**src/rtl/picomips_pkg.sv**
```systemverilog
// Shared picoMIPS definitions: opcode map, field widths, loader FSM states
// and loader error causes. The decoder and the loader both import this.
package picomips_pkg;

  localparam int OPW  = 6;
  localparam int RW   = 5;
  localparam int IMMW = 8;

  localparam logic [OPW-1:0] OP_NOP      = 6'h00;
  localparam logic [OPW-1:0] OP_ADD      = 6'h01;
  localparam logic [OPW-1:0] OP_ADDI     = 6'h02;
  localparam logic [OPW-1:0] OP_SUB      = 6'h03;
  localparam logic [OPW-1:0] OP_SUBI     = 6'h04;
  localparam logic [OPW-1:0] OP_MULL_INT = 6'h05;
  localparam logic [OPW-1:0] OP_MULL_FLT = 6'h06;
  localparam logic [OPW-1:0] OP_LDI      = 6'h07;
  localparam logic [OPW-1:0] OP_STR      = 6'h08;
  localparam logic [OPW-1:0] OP_J        = 6'h09;
  localparam logic [OPW-1:0] OP_BEQ      = 6'h0A;
  localparam logic [OPW-1:0] OP_BNE      = 6'h0B;

  typedef enum logic [1:0] {
    S_IDLE = 2'd0,
    S_LOAD = 2'd1,
    S_DONE = 2'd2,
    S_ERR  = 2'd3
  } state_t;

  typedef enum logic [1:0] {
    E_NONE     = 2'd0,
    E_OPCODE   = 2'd1,
    E_OVERFLOW = 2'd2,
    E_JUMP     = 2'd3
  } err_t;

endpackage

```
**src/rtl/instr_encoder.sv**
```systemverilog
// Combinational opcode legality check, per-class field masking and packing
// into a {op, rd, rs, imm} program-memory word.
module instr_encoder
  import picomips_pkg::*;
#(
  parameter int Psize = 6
) (
  input  logic [OPW-1:0]            op,
  input  logic [RW-1:0]             rd,
  input  logic [RW-1:0]             rs,
  input  logic [IMMW-1:0]           imm,
  output logic [OPW+2*RW+IMMW-1:0]  word,
  output logic                      bad,
  output err_t                      cause
);

  // Decide legality and build the masked word for the presented opcode
  always_comb begin
    word  = '0;
    bad   = 1'b0;
    cause = E_NONE;
    case (op)
      OP_NOP: word = '0;
      OP_ADD, OP_SUB, OP_MULL_INT, OP_MULL_FLT:
        word = {op, rd, rs, {IMMW{1'b0}}};
      OP_ADDI, OP_SUBI, OP_LDI:
        word = {op, rd, rs, imm};
      OP_STR:
        word = {op, {RW{1'b0}}, rs, imm};
      OP_J: begin
        // Absolute target must fit inside program memory
        if (32'(imm) >= (32'd1 << Psize)) begin
          bad   = 1'b1;
          cause = E_JUMP;
        end else begin
          word = {op, {RW{1'b0}}, {RW{1'b0}}, imm};
        end
      end
      OP_BEQ, OP_BNE:
        word = {op, {RW{1'b0}}, {RW{1'b0}}, imm};
      default: begin
        bad   = 1'b1;
        cause = E_OPCODE;
      end
    endcase
  end

endmodule

```
**src/rtl/prog_loader.sv**
```systemverilog
// Program loader: accepts instruction tuples on a valid/ready stream, writes
// encoded words to consecutive program-memory addresses and holds the CPU in
// reset until a complete error-free program is in place.
module prog_loader
  import picomips_pkg::*;
#(
  parameter int Psize = 6,
  parameter int Isize = 24
) (
  input  logic              clk,
  input  logic              reset,
  input  logic              start,
  input  logic              in_valid,
  output logic              in_ready,
  input  logic [5:0]        in_op,
  input  logic [4:0]        in_rd,
  input  logic [4:0]        in_rs,
  input  logic [7:0]        in_imm,
  input  logic              in_last,
  output logic              pm_we,
  output logic [Psize-1:0]  pm_addr,
  output logic [Isize-1:0]  pm_wdata,
  output logic              cpu_hold,
  output logic              done,
  output logic              err,
  output logic [1:0]        err_code,
  output logic [Psize:0]    count
);

  localparam logic [Psize:0] MAX_WORDS = {1'b1, {Psize{1'b0}}};

  state_t            state;
  err_t              err_q;
  logic [Psize-1:0]  addr;
  logic [Isize-1:0]  enc_word;
  logic              enc_bad;
  err_t              enc_cause;
  logic              accept;

  instr_encoder #(
    .Psize (Psize)
  ) u_enc (
    .op    (in_op),
    .rd    (in_rd),
    .rs    (in_rs),
    .imm   (in_imm),
    .word  (enc_word),
    .bad   (enc_bad),
    .cause (enc_cause)
  );

  assign accept   = (state == S_LOAD) && in_valid && in_ready;
  assign err_code = err_q;

  // Session FSM, address/count registers and registered write port
  always_ff @(posedge clk) begin
    if (reset) begin
      state    <= S_IDLE;
      in_ready <= 1'b0;
      pm_we    <= 1'b0;
      pm_addr  <= '0;
      pm_wdata <= '0;
      cpu_hold <= 1'b1;
      done     <= 1'b0;
      err      <= 1'b0;
      err_q    <= E_NONE;
      count    <= '0;
      addr     <= '0;
    end else begin
      pm_we <= 1'b0;
      if (start) begin
        // start outranks a tuple accepted in the same cycle
        state    <= S_LOAD;
        in_ready <= 1'b1;
        addr     <= '0;
        count    <= '0;
        err      <= 1'b0;
        err_q    <= E_NONE;
        done     <= 1'b0;
        cpu_hold <= 1'b1;
      end else if (accept) begin
        if (enc_bad || (count == MAX_WORDS)) begin
          state    <= S_ERR;
          in_ready <= 1'b0;
          err      <= 1'b1;
          err_q    <= enc_bad ? enc_cause : E_OVERFLOW;
        end else begin
          pm_we    <= 1'b1;
          pm_addr  <= addr;
          pm_wdata <= enc_word;
          addr     <= addr + 1'b1;
          count    <= count + 1'b1;
          if (in_last) begin
            state    <= S_DONE;
            in_ready <= 1'b0;
            done     <= 1'b1;
            cpu_hold <= 1'b0;
          end
        end
      end
    end
  end

endmodule

```
**config.mk**
```make
export PLATFORM = sky130hd
export DESIGN_NAME = prog_loader
export DESIGN_NICKNAME = d
export VERILOG_FILES = /design/src/rtl/picomips_pkg.sv /design/src/rtl/instr_encoder.sv /design/src/rtl/prog_loader.sv
export SDC_FILE = /design/constraint.sdc
export NUM_CORES = 1
export LEC_CHECK = 0
export ABC_CLOCK_PERIOD_IN_PS = 4750
export BUFFER_PORTS_ARGS = -buffer_cell sky130_fd_sc_hd__buf_2
export CAP_MARGIN = 20
export CELL_PAD_IN_SITES_DETAIL_PLACEMENT = 0
export CELL_PAD_IN_SITES_GLOBAL_PLACEMENT = 1
export CORE_MARGIN = 10
export CORE_UTILIZATION = 35
export DETAILED_ROUTE_END_ITERATION = 6
export PLACE_DENSITY_LB_ADDON = 0.15
export SYNTH_ARGS = -nofsm -noshare
export SYNTH_HDL_FRONTEND = slang
export SYNTH_HIERARCHICAL = 1
export SYNTH_SLANG_ARGS = --single-unit
export TNS_END_PERCENT = 1
```
**constraint.sdc**
```tcl
create_clock -name clk -period 4.75 [get_ports clk]
set_clock_uncertainty 0.2 [all_clocks]
set_input_delay 0.475 -clock clk [delete_from_list [all_inputs] [get_ports clk]]
set_output_delay 0.475 -clock clk [all_outputs]
set_load 0.02 [all_outputs]
```
# After elaboration in Yosys (flattened, before gate mapping)
# Cells that the tools add are included.
[word_totals] input_bits=29 output_inout_bits=44 regBits=52 word_cells=66
[classes] eq_ne=13 reduce_logical=19 n_bitwise=3 addsub=2 order_cmp=1 muxes=16
[op_table] op="$pmux W24 S5" n=1
[op_table] op="$eq A6 B3 Y1 const B" n=4
[op_table] op="$eq A6 B4 Y1 const B" n=4
[op_table] op="$mux W24" n=1
[op_table] op="$eq A6 B2 Y1 const B" n=2
[op_table] op="$reduce_or A11 Y1" n=1
[op_table] op="$ge A8 B7 Y1 const B" n=1
[op_table] op="$mux W1" n=8
[op_table] op="$mux W2" n=4
[op_table] op="$reduce_and A2 Y1" n=4
[op_table] op="$add A7 B1 Y7 const B" n=1
[op_table] op="$eq A7 B7 Y1 const B" n=1
[op_table] op="$add A6 B1 Y6 const B" n=1
[op_table] op="$eq A6 B1 Y1 const B" n=1
[op_table] op="$logic_not A6 Y1" n=1
[op_table] op="$reduce_and A3 Y1" n=2
[op_table] op="$reduce_or A3 Y1" n=2
[op_table] op="$pmux W2 S2" n=1
[op_table] op="$reduce_bool A2 Y1" n=2
[op_table] op="$reduce_or A2 Y1" n=2
[op_table] op="$reduce_or A4 Y1" n=1
[op_table] op="$not A1 Y1" n=3
[op_table] op="$reduce_bool A3 Y1" n=1
[op_table] op="$eq A2 B1 Y1 const B" n=1
[op_table] op="other kinds (3)" n=4

# Depth between registers and ports, before layout
[depth] word_depth=7 ltp_mapped=9 ltp_nobuf=7

# By module
# The synthesis kept the hierarchy.
[by_module_without_submodules] mod="prog_loader" seq_area_each_um2=1041.0 cells_each=245 area_per_inst_um2=2038.2 instances=1
[by_module_without_submodules] mod="instr_encoder" seq_area_each_um2=0.0 cells_each=62 area_per_inst_um2=447.9 instances=1

# Worst setup path before layout
# OpenSTA, ideal clock, no wires.
[synth_path] path_type="input-to-reg" start="input in_imm[6]" end="register addr[5]" setup_ns=0.070 path_stages=7 path_slack_ns=2.361 arrival_time_ns=2.119 t_required_ns=4.480 path_buffers=1 cell_sequence="nor2_1 > o21bai_1 > a211o_1 > clkbuf_1 > a211o_4 > or4_1 > a21oi_1"
[synth_via] elab_chain_cells=6
[synth_lines] item="start, declared" line_no="prog_loader.sv:18" rtl="input logic [7:0] in_imm,"
[synth_lines] item="$ge A8 B7 Y1" line_no="instr_encoder.sv:32" rtl="if (32'(imm) >= (32'd1 << Psize)) begin"
[synth_lines] item="$mux W1" line_no="instr_encoder.sv:32"
[synth_lines] item="$pmux W1 S2" line_no="instr_encoder.sv:22" rtl="case (op)"
[synth_lines] item="via enc_bad" line_no="prog_loader.sv:36" rtl="logic enc_bad;"
[synth_lines] item="$logic_or A1 B1 Y1" line_no="prog_loader.sv:82" rtl="if (enc_bad || (count == MAX_WORDS)) begin"
[synth_lines] item="$not A1 Y1 (no line)"
[synth_lines] item="$reduce_and A2 Y1 (no line)"
[synth_lines] item="end signal, assigned" line_no="prog_loader.sv:91" rtl="addr <= addr + 1'b1;"
[synth_lines] item="end, declared" line_no="prog_loader.sv:34" rtl="logic [Psize-1:0] addr;"
# The timed path passes the listed nets, and every way through them passes these cells.
# A chain may end at the register's enable or synchronous reset.

# Worst setup path after layout
[layout_path] start="input in_op[1]" end="register pm_wdata[7]"
[layout_via] elab_chain_cells=6 elab_cells_between_ends=21 cone_classes="eq/ne: 11; mux: 2; bitwise: 1; reduce/logical: 7"
[layout_lines] item="start, declared" line_no="prog_loader.sv:15" rtl="input logic [5:0] in_op,"
[layout_lines] item="$eq A6 B1 Y1, or another cell as far along" line_no="instr_encoder.sv:22"
[layout_lines] item="$reduce_or A11 Y1 (no line)"
[layout_lines] item="$pmux W1 S2 *" line_no="instr_encoder.sv:22"
[layout_lines] item="via enc_bad" line_no="prog_loader.sv:36"
[layout_lines] item="$logic_or A1 B1 Y1 *" line_no="prog_loader.sv:82"
[layout_lines] item="$not A1 Y1 (no line) *"
[layout_lines] item="$reduce_and A3 Y1 (no line) *"
[layout_lines] item="end signal, assigned" line_no="prog_loader.sv:90" rtl="pm_wdata <= enc_word;"
[layout_lines] item="end, declared" line_no="prog_loader.sv:22" rtl="output logic [Isize-1:0] pm_wdata,"
# The timed path passes the listed nets; every way through them passes the cells marked *.

==> summary.txt <==
CTS tree - built
Starting density of the core - 36.4%
Largest net degree at the start of global routing - 35
Hold Path Class - flop to flop
Placed cell areas - 2880 um2
Fmax - 383 MHz
Via count - 2309
Port-buffer cells - 72
Sequential area share after synthesis - 41.9%
Drc violations - 0
GRT Total Usage - 12.3%
Syn avg cell area - 8.10 um2
Clock sink count - 52
Slowest stage delay, CP - 0.78 ns
Met2 Track Usage GR - 20.1%
# setup viols final - 0
Clock latency on the worst-skew pair - 0.30 ns
Post-CTS Hold Fix Bufs - 0
Die Y - 104 um
Sw power - 184 uW
Placeable Area - 6830 um2
RSZ-0062 raised after global routing - no
Share of cells above drive strength 1 - 25.7%
# diodes - 0
RePlAce Congestion - 0.822
Worst path bufs/invs - 1
DR WL/cell - 14.5 um
CTS Buf Count - 5
Mapped Cells - 307
H-tree levels - 2
#FFs+latches synth - 52
Gr busiest metal - met2
Delay-heaviest family, CP - compound AO/OA/AOI/OAI gates
Cell Chain, Critical Path - buf_2 > nand2b_1 > o21bai_1 > a211o_1 > nor2_1 > o211a_1 > nand2_1 > a21oi_1
CP Class - primary input to flop
Post-CTS sizing - 0
Setup TNS - 0 ns
Crit share post-route - 55.0%
Maximum fanout along the worst path - 30
Internal - 667 uW
Met3 usage - 3.16%
Rows - 30
Core Util, Final - 44.0%
WP data arrival - 2.64 ns
Logic gate share of total power - 7.2%
Clk buf depth - 2
Peak VDD IR - 0.166 mV
Max-Cap Viols - 0
Setup Fix Bufs, Post-CTS - 0
Critical-path top delay cell - o211a_1
WHS - 0.256 ns
Post-synth EDFFs - 0
Cell variety after synth - 48
Switching Fraction - 21.7%
Final slew viol count - 0
Yosys warning count - 6
Yosys top cell area share - 41.9%
Post-Syn Area - 2490 um2
Commonest cells after routing, fill and taps aside - 75 x nand2_1, 72 x buf_2, 52 x dfxtp_1
Asr flop ratio synth - 0%
First-pass GRT wire length - 11500 um
Critical Path RT - 4.78 ns
Post-synth top area cell - dfxtp_1
Pwr dens - 283 nW/um2
Initial DRC Count - 101
Vias in the first global route - 2316
Dpl hpwl - 4930 um
P&R area growth vs syn - 21.0%
Post-layout minimum cycle time - 2.61 ns
Most common cell after layout, fill and taps aside - nand2_1
Initial antenna violation count - 0
Antenna Nets Post-Route - 0
Synth top area cells - dfxtp_1 42%, nand2_1 11%, a21oi_1 8.5%
Die area - 10900 um2
Final wirelength - 6730 um
Layout net count - 401
Sequential share of power - 51.6%
Tightest Pin Transition - 0.916 ns
Final design instance area without fill - 3010 um2
Leak - 0.00118 uW
Fin. Hold Viols - 0
GRT overflow - 0
Rel. slew slack - 39.0%
Clock power share - 41.1%
Clk root buf - clkbuf_8
CTS clk-pin slew, worst paths - 0.09 ns
Main flop type after synthesis - dfxtp_1
Setup crit start kind - primary input
CP endpoint kind - flop
Met1 usage - 15.6%
Vias per cell - 4.97
Die Span X - 104 um
Io pins - 73
DRT Pass-1 Iters - 4
Status - complete, no violations
## power groups by stage
stage               Clock [uW]  Combinational [uW]  Sequential [uW]
finish                     350                61.6              440
global route               381                68.8              440
CTS                        363                62.1              440
detailed placement           0                61.9              450
global placement             0                61.6              450
floorplan                    0                38.1              451
## sequential cells by signal, summed over array words and instances (netlist names)
register and cells:
addr 6, count 7, cpu_hold 1, done 1, err 1, err_code 2, in_ready 1, pm_addr 6
pm_wdata 24, pm_we 1, state 2
## logic make-up after synthesis
kind of cell             Yosys count  synth area share, %
adder cells (fa/ha/maj)            3                 1.51
XOR/XNOR                           5                 1.76
AND/OR/NAND/NOR                  141                 28.9
other                              1                0.151
AO/OA/AOI/OAI                     81                 21.1
buffers and inverters             24                 4.68
flip-flops                        52                 41.9
## Yosys cell counts, types with 2 or more instances
cell type / number
nand2_1: 75
dfxtp_1: 52
a21oi_1: 42
nor2_1: 17
and2_1: 11
clkbuf_1: 11
nand3_1: 10
o21ai_0: 10
o31ai_1: 9
inv_1: 5
o21a_1: 5
or4_1: 5
xnor2_1: 5
buf_4: 4
nor3_1: 4
buf_2: 3
ha_1: 3
nor4b_1: 3
a21o_1: 2
a31o_2: 2
nor4_2: 2
## per-stage QoR
stage,total power (uW),cells,worst slack [ns]
final,852,465,2.14
after global routing,891,465,1.81
after CTS,865,465,2.10
after detailed placement,512,458,1.76
after global placement,512,458,1.81
after floorplan,489,308,2.36
## worst min-delay path: cells and delay by family, from the launching register on
kind / cells / cell delay [ns]
compound gates: 1 / 0.05
flops: 1 / 0.32
simple gates: 1 / 0.05
## routing by layer
layer | wire (um) | part of all wire, %
met5 | 0 | 0
met1 | 3240 | 48
met3 | 300 | 4.5
met2 | 3150 | 47
met4 | 48 | 0.71
## cell type report
cell class                      instances  area [um2]
Tap cell                               96         120
Inverter                                5        18.8
Clock inverter                          2        60.1
Multi-Input combinational cell        232        1330
Clock buffer                            5        68.8
Fill cell                             725        3820
Sequential cell                        52        1040
Timing Repair Buffer                   73         368
## path summary, 6_finish.rpt
kind,start,end,slack (ns),cells after the start
hold reg to reg,pm_wdata[10]$_SDFFE_PP0P_,pm_wdata[10]$_SDFFE_PP0P_,0.26,2
setup reg to reg,count[0]$_SDFFE_PP0P_,addr[2]$_SDFFE_PP0P_,2.49,6
hold / removal,pm_wdata[10]$_SDFFE_PP0P_,pm_wdata[10]$_SDFFE_PP0P_,0.26,2
setup / recovery,in_op[1],pm_wdata[7]$_SDFFE_PP0P_,2.14,8
Note: power is estimated with default switching activity, not from simulation.
